## src/rtl/tile_addr_gen.sv

```systemverilog
// tile_addr_gen
// BRAM tile address generator. One burst of sequential BRAM accesses is issued
// per accepted start. Tiles are walked through a wrapping tile pointer, and
// each tile is steered to a bank chosen by its tile index. A downstream stall
// freezes the current beat.
//
// Address of a beat = base + tile_ptr * stride + offset, modulo 2^ADDR_WIDTH.
// All outputs come from registered state, except that stall gates bram_en and
// bram_we combinationally so a stalled beat never reaches the BRAM port.

module tile_addr_gen #(
    parameter  int ADDR_WIDTH = 11,
    parameter  int MAX_BURST  = 16,
    parameter  int TILE_W     = 9,
    parameter  int NUM_BANKS  = 2,
    localparam int BANK_W     = (NUM_BANKS > 1) ? $clog2(NUM_BANKS) : 1,
    localparam int BL_W       = $clog2(MAX_BURST + 1)
) (
    input  logic                  clk,
    input  logic                  rst_n,
    input  logic                  start,
    input  logic                  mode,
    input  logic [BL_W-1:0]       burst_len,
    input  logic [ADDR_WIDTH-1:0] base_addr,
    input  logic [ADDR_WIDTH-1:0] tile_stride,
    input  logic [TILE_W-1:0]     num_tiles,
    input  logic                  reset_tile_ptr,
    input  logic                  stall,
    output logic                  ready,
    output logic                  busy,
    output logic [ADDR_WIDTH-1:0] bram_addr,
    output logic                  bram_en,
    output logic                  bram_we,
    output logic [BANK_W-1:0]     bank_sel,
    output logic                  done,
    output logic                  last_tile,
    output logic [TILE_W-1:0]     tile_ptr
);

    typedef enum logic [1:0] {
        ST_IDLE   = 2'd0,
        ST_ACTIVE = 2'd1,
        ST_DONE   = 2'd2
    } state_t;

    // ------------------------------------------------------------------
    // Registered state and latched burst configuration
    // ------------------------------------------------------------------
    state_t                  state_reg,      state_next;
    logic                    mode_reg,       mode_next;
    logic [BL_W-1:0]         burst_len_reg,  burst_len_next;
    logic [ADDR_WIDTH-1:0]   base_reg,       base_next;
    logic [ADDR_WIDTH-1:0]   stride_reg,     stride_next;
    logic [TILE_W-1:0]       num_tiles_reg,  num_tiles_next;
    logic [TILE_W-1:0]       tile_ptr_reg,   tile_ptr_next;
    logic [BL_W-1:0]         offset_reg,     offset_next;

    // ------------------------------------------------------------------
    // Decodes shared by the next-state logic and the outputs
    // ------------------------------------------------------------------
    logic                    start_legal;
    logic                    last_beat;
    logic                    tile_wrap;
    logic                    cfg_load;
    logic [ADDR_WIDTH-1:0]   tile_offset;

    // A start is only honoured with a burst length in 1..MAX_BURST; anything
    // else is silently dropped so a bad request never enters ACTIVE.
    assign start_legal = start
                       && (burst_len != '0)
                       && (burst_len <= BL_W'(MAX_BURST));

    // Final beat of the burst: burst_len_reg is never zero while ACTIVE.
    assign last_beat   = (offset_reg == (burst_len_reg - BL_W'(1)));

    // num_tiles == 0 encodes 2^TILE_W tiles; the subtraction then yields the
    // all-ones index, which is exactly the last reachable pointer value.
    assign tile_wrap   = (tile_ptr_reg == (num_tiles_reg - TILE_W'(1)));

    // The low ADDR_WIDTH bits of a product depend only on the low ADDR_WIDTH
    // bits of its operands, so an ADDR_WIDTH-wide multiply gives the full
    // precision result already reduced modulo 2^ADDR_WIDTH.
    assign tile_offset = stride_reg * ADDR_WIDTH'(tile_ptr_reg);

    // ------------------------------------------------------------------
    // Next-state, pointer and configuration logic
    // ------------------------------------------------------------------
    // Compute the FSM transition, beat offset and tile pointer for the next cycle.
    always_comb begin
        state_next     = state_reg;
        mode_next      = mode_reg;
        burst_len_next = burst_len_reg;
        base_next      = base_reg;
        stride_next    = stride_reg;
        num_tiles_next = num_tiles_reg;
        tile_ptr_next  = tile_ptr_reg;
        offset_next    = offset_reg;
        cfg_load       = 1'b0;

        case (state_reg)
            ST_IDLE: begin
                if (start_legal) begin
                    state_next = ST_ACTIVE;
                    cfg_load   = 1'b1;
                end
            end

            ST_ACTIVE: begin
                // A stalled cycle is not a beat: offset and address hold.
                if (!stall) begin
                    if (last_beat) begin
                        state_next  = ST_DONE;
                        offset_next = '0;
                    end else begin
                        offset_next = offset_reg + BL_W'(1);
                    end
                end
            end

            ST_DONE: begin
                // Leaving DONE always moves on to the next tile.
                if (tile_wrap) begin
                    tile_ptr_next = '0;
                end else begin
                    tile_ptr_next = tile_ptr_reg + TILE_W'(1);
                end
                // Back-to-back tiles skip IDLE, costing one dead cycle per tile.
                if (start_legal) begin
                    state_next = ST_ACTIVE;
                    cfg_load   = 1'b1;
                end else begin
                    state_next = ST_IDLE;
                end
            end

            default: begin
                state_next = ST_IDLE;
            end
        endcase

        // Capture the request parameters whenever a burst is accepted.
        if (cfg_load) begin
            mode_next      = mode;
            burst_len_next = burst_len;
            base_next      = base_addr;
            stride_next    = tile_stride;
            num_tiles_next = num_tiles;
            offset_next    = '0;
        end

        // Pointer clear wins over the DONE increment. Used mid-burst it
        // redirects the remaining beats to tile 0, which callers must avoid.
        if (reset_tile_ptr) begin
            tile_ptr_next = '0;
        end
    end

    // ------------------------------------------------------------------
    // State register
    // ------------------------------------------------------------------
    // Hold FSM state, tile pointer, beat offset and latched configuration.
    always_ff @(posedge clk or negedge rst_n) begin
        if (!rst_n) begin
            state_reg     <= ST_IDLE;
            mode_reg      <= 1'b0;
            burst_len_reg <= '0;
            base_reg      <= '0;
            stride_reg    <= '0;
            num_tiles_reg <= '0;
            tile_ptr_reg  <= '0;
            offset_reg    <= '0;
        end else begin
            state_reg     <= state_next;
            mode_reg      <= mode_next;
            burst_len_reg <= burst_len_next;
            base_reg      <= base_next;
            stride_reg    <= stride_next;
            num_tiles_reg <= num_tiles_next;
            tile_ptr_reg  <= tile_ptr_next;
            offset_reg    <= offset_next;
        end
    end

    // ------------------------------------------------------------------
    // Bank selection: tile index modulo NUM_BANKS
    // ------------------------------------------------------------------
    generate
        if (NUM_BANKS == 1) begin : g_single_bank
            assign bank_sel = '0;
        end else if ((NUM_BANKS & (NUM_BANKS - 1)) == 0) begin : g_pow2_banks
            // Power-of-two bank count: the modulo is just the low pointer bits.
            assign bank_sel = tile_ptr_reg[BANK_W-1:0];
        end else begin : g_mod_banks
            logic [TILE_W-1:0] bank_full;
            assign bank_full = tile_ptr_reg % TILE_W'(NUM_BANKS);
            assign bank_sel  = bank_full[BANK_W-1:0];
        end
    endgenerate

    // ------------------------------------------------------------------
    // Outputs
    // ------------------------------------------------------------------
    assign ready     = (state_reg == ST_IDLE) || (state_reg == ST_DONE);
    assign busy      = (state_reg == ST_ACTIVE);
    assign bram_en   = busy && !stall;
    assign bram_we   = bram_en && mode_reg;
    assign bram_addr = base_reg + tile_offset + ADDR_WIDTH'(offset_reg);
    assign done      = (state_reg == ST_DONE);
    assign last_tile = done && tile_wrap;
    assign tile_ptr  = tile_ptr_reg;

endmodule

```

## config.mk

```make
export PLATFORM = sky130hd
export DESIGN_NAME = tile_addr_gen
export DESIGN_NICKNAME = d
export VERILOG_FILES = /design/src/rtl/tile_addr_gen.sv
export SDC_FILE = /design/constraint.sdc
export NUM_CORES = 1
export LEC_CHECK = 0
export BUFFER_PORTS_ARGS = -buffer_cell sky130_fd_sc_hd__buf_2
export CAP_MARGIN = 20
export CORE_ASPECT_RATIO = 1.1
export CORE_MARGIN = 4
export CORE_UTILIZATION = 30
export CTS_CLUSTER_DIAMETER = 40
export CTS_CLUSTER_SIZE = 28
export DETAILED_ROUTE_END_ITERATION = 16
export PLACE_DENSITY = 0.52
export SLEW_MARGIN = 10
export SYNTH_ARGS = -nofsm -noshare
export SYNTH_HDL_FRONTEND = slang
export SYNTH_SLANG_ARGS = --single-unit
```

## constraint.sdc

```tcl
create_clock -name clk -period 16.6 [get_ports clk]
set_input_delay 3.32 -clock clk [delete_from_list [all_inputs] [get_ports clk]]
set_output_delay 3.32 -clock clk [all_outputs]
set_load 0.03 [all_outputs]
```

==> run summary <==
The data required time of the critical path is 13.28 ns. TritonCTS built the clock tree. The sequential-to-total area share from yosys stat came out at 0.2745.

STA classifies the critical path endpoint as an output pin. The start point of the worst min-delay path is mode_reg. The depth of the CTS H-tree came out at 2.

The multi-input combinational cells in the finished layout cover a total of 3084 sq um. The number of antenna cells inserted came out at 0. The count of warnings emitted by yosys came out at 0.

Detailed placement finished with a half-perimeter wire length of 8500 um. The initial antenna violation count came to 0. The number of clock sinks is 53. The register bit total from synthesis came out at 53. The global-route track usage on met1 came out at 0.1627. The vertical die dimension is 141.1 um. For this block, the via count after detailed routing is 3447.

The detailed-route vias per instance came out at 4.602. The setup clock skew after layout came out at 0.007027 ns. The total placed instance area is 5320 sq um.

The initial core utilization came out at 0.3070. The most heavily used metal layer in global routing is met2. The class of the tightest hold or removal check is flop to flop.

The design draws 0.7004 mW. The die covers 18200 sq um. The number of buffer and inverter stages on the critical path came out at 5. The number of global-route vias before repair came out at 3639. The detailed-route wire length came out at 10550 um.

The first global-routing pass estimated 17870 um of wire. The floorplan core area is 15740 sq um. The register clock-pin slew on the reported worst setup and hold paths came out at 0.07 ns. The setup TNS is 0 ns. The synthesized area per cell is 9.839 sq um.

The power density of the placed cells is 127.1 nW/um^2. The register area came out at 1326 sq um. The run finished with clean final reports. The number of placement rows came out at 48. The family with the most delay on the worst path is adder cells. The worst setup path is launched from a flop.

The final critical-path share of the clock period is 0.5080. The peak per-stage delay on the critical path is 0.72 ns. The max-slew violation count is 0. Measured on the finished design, the core utilization comes to 0.3501. In the global route stage, overall resource usage came out at 0.1205. After detailed routing, the average wire length per cell comes to 14.09 um. The signed area change from the synthesized netlist to the final layout is 14.04%. Walking the worst path, the cells encountered are nand2_1 > fa_1 > inv_1 > fa_1 > ha_1 > fa_1 > inv_1 > fa_1 > inv_1 > ha_1 > inv_1 > o21bai_1 > a21o_1 > a21oi_1 > o21ai_0 > xnor2_1 > buf_2.

The post-synthesis cell area is 4831 sq um. The maximum vdd ir drop came out at 58.94 uV. The count of buffers added on input and output ports is 68. Global routing finished with a remaining overflow of 0. The main flop type after synthesis is dfrtp_1. The detail route stage leaves a number of antenna-violating nets equal to 0. The latest clock arrival within the worst-skew pair came out at 0.29 ns. The worst path in the final design needs a cycle of 8.433 ns, including I/O delays and setup. Counting along the longest clock path gives a buffer depth of 2.

In this run the critical register-to-register path is launched from tile_ptr[2]. The CTS buffer count is 5. The maximum fanout along the worst path is 18. On the critical path, the stage with the largest delay is an instance of dfrtp_1.

The number of enable-type register cells in the synthesized netlist is 0. Fill cells in the final layout number 1640. The count of unresolved DRC violations after routing is 0. The met2 track demand over resource came out at 0.1971.

The number of hold buffers added after CTS is 0. The max-cap violation count is 0. The hold violation count in the final report is 0. The routability congestion estimate came out at 0.8807. The post-CTS setup repair buffer count is 0. The tree is rooted in a clkbuf_16.

The number of detailed-routing iterations run before antenna repair came out at 4. Setup violations remaining at the end of the flow were counted as 0. The number of instances in the synthesized netlist came out at 491. The net count after synthesis came out at 612. The count of cells resized by post-cts repair came out at 0. Counting flops with an async set or reset pin after synthesis yields a share of 1.000. In the final layout, the share of cells above drive strength 1 is 0.2277. Setup repair after global routing left no endpoint under its margin.

The cell area after layout came out at 5509 sq um. The type of the setup path with the least slack is flop to output pin. The pin count of the biggest net entering global routing came out at 54. The remaining max-slew budget at the tightest pin is 0.5274. After the first detailed-routing iteration, the DRC count stood at 95.

The global-route track usage on met3 is 0.02728. The start point of the critical path is tile_ptr[2]. Derived from the worst setup path, the maximum achievable clock frequency is 118.6 MHz. The x dimension of the die is 129.0 um. The net count reported at finish came out at 669. The I/O pin total is 69. For this design the static power due to leakage is 2.705 nW. The count of cell types in the netlist is 54. Data arrives at the worst endpoint at 5.11 ns. The worst-margin pin slew is 0.7088 ns.
layout by cell type (no fill, tap or decap), types with 13 or more instances in the layout:
cell type and instances:
nand2_1 63, fa_1 43, dfrtp_1 53, buf_2 68, nand3_1 13, xnor2_1 29
xor2_1 13, ha_1 36, and2_1 17, inv_1 83, mux2_2 37
synth_stat cells (all sizes together) (3+ instances only):
| library cell | n | area, sq um |
|---|---|---|
| inv | 83 | 311.6 |
| nand2 | 63 | 236.5 |
| dfrtp | 53 | 1326 |
| fa | 43 | 860.8 |
| mux2 | 37 | 416.7 |
| ha | 36 | 450.4 |
| xnor2 | 29 | 254.0 |
| and2 | 18 | 113.9 |
| clkbuf | 15 | 86.33 |
| nand3 | 14 | 70.07 |
| xor2 | 13 | 113.9 |
| o21ai | 12 | 60.06 |
| a21oi | 11 | 55.05 |
| nor2 | 8 | 30.03 |
| buf | 5 | 27.53 |
| a21o | 4 | 30.03 |
| nand4b | 3 | 26.28 |
| nor4 | 3 | 18.77 |
| o21bai | 3 | 22.52 |
cell families after synthesis:
logic type	after synthesis	synth area share
adder cells (fa/ha/maj)	79	0.2714
AND/OR/NAND/NOR	131	0.1386
multiplexers	38	0.08832
XOR/XNOR	42	0.07615
buffers and inverters	103	0.08806
flip-flops	53	0.2745
AO/OA/AOI/OAI	45	0.06294
power breakdown:
| group | total, mW | switching (mW) | internal [mW] |
|---|---|---|---|
| Combinational | 0.331 | 0.185 | 0.145 |
| Clock | 0.123 | 0.0511 | 0.0716 |
| Sequential | 0.247 | 0.0675 | 0.180 |
| Total | 0.700 | 0.304 | 0.396 |
stage by stage:
step	worst slack, ns	hold slack [ns]	cells
finish	8.167	0.5044	749
global route	7.839	0.5380	749
CTS	8.109	0.5068	748
detailed placement	8.446	0.4892	740
global placement	8.540	0.4815	740
floorplan	8.194	0.4706	491
area by class of cell:
cell class,count,share of cell area
Multi-Input combinational cell,335,0.5598
Sequential cell,53,0.2407
Timing Repair Buffer,70,0.06677
Inverter,83,0.05655
Tap cell,200,0.04542
Clock buffer,5,0.02271
Clock inverter,3,0.007949
per-layer routing:
metal / part of all wire / vias to the layer above / wire, um
met5: 0 / - / 0
met4: 0.013 / 0 / 136
met3: 0.054 / 13 / 574
met2: 0.48 / 78 / 5081
met1: 0.45 / 1671 / 4759
li1: - / 1685 / -
path summary, 6_finish.rpt:
path                                 end  slack, ns  cells after the start
max                        bram_addr[10]       8.17                     17
min                             mode_reg       0.50                      1
max reg2reg                  tile_ptr[6]      14.17                      7
min reg2reg                     mode_reg       0.50                      1
max in group asynchronous  stride_reg[6]      12.98                      2
min in group asynchronous       mode_reg       3.15                      2
worst reg2reg max path, stage by stage (launching register included):
cell,delay (ns)
dfrtp_1,0.72
nor4bb_1,0.36
o211ai_1,0.12
a211oi_1,0.37
a21boi_2,0.27
a21oi_1,0.19
nand3_1,0.13
o311ai_0,0.12
No activity file was read; power rests on OpenSTA's default activity.
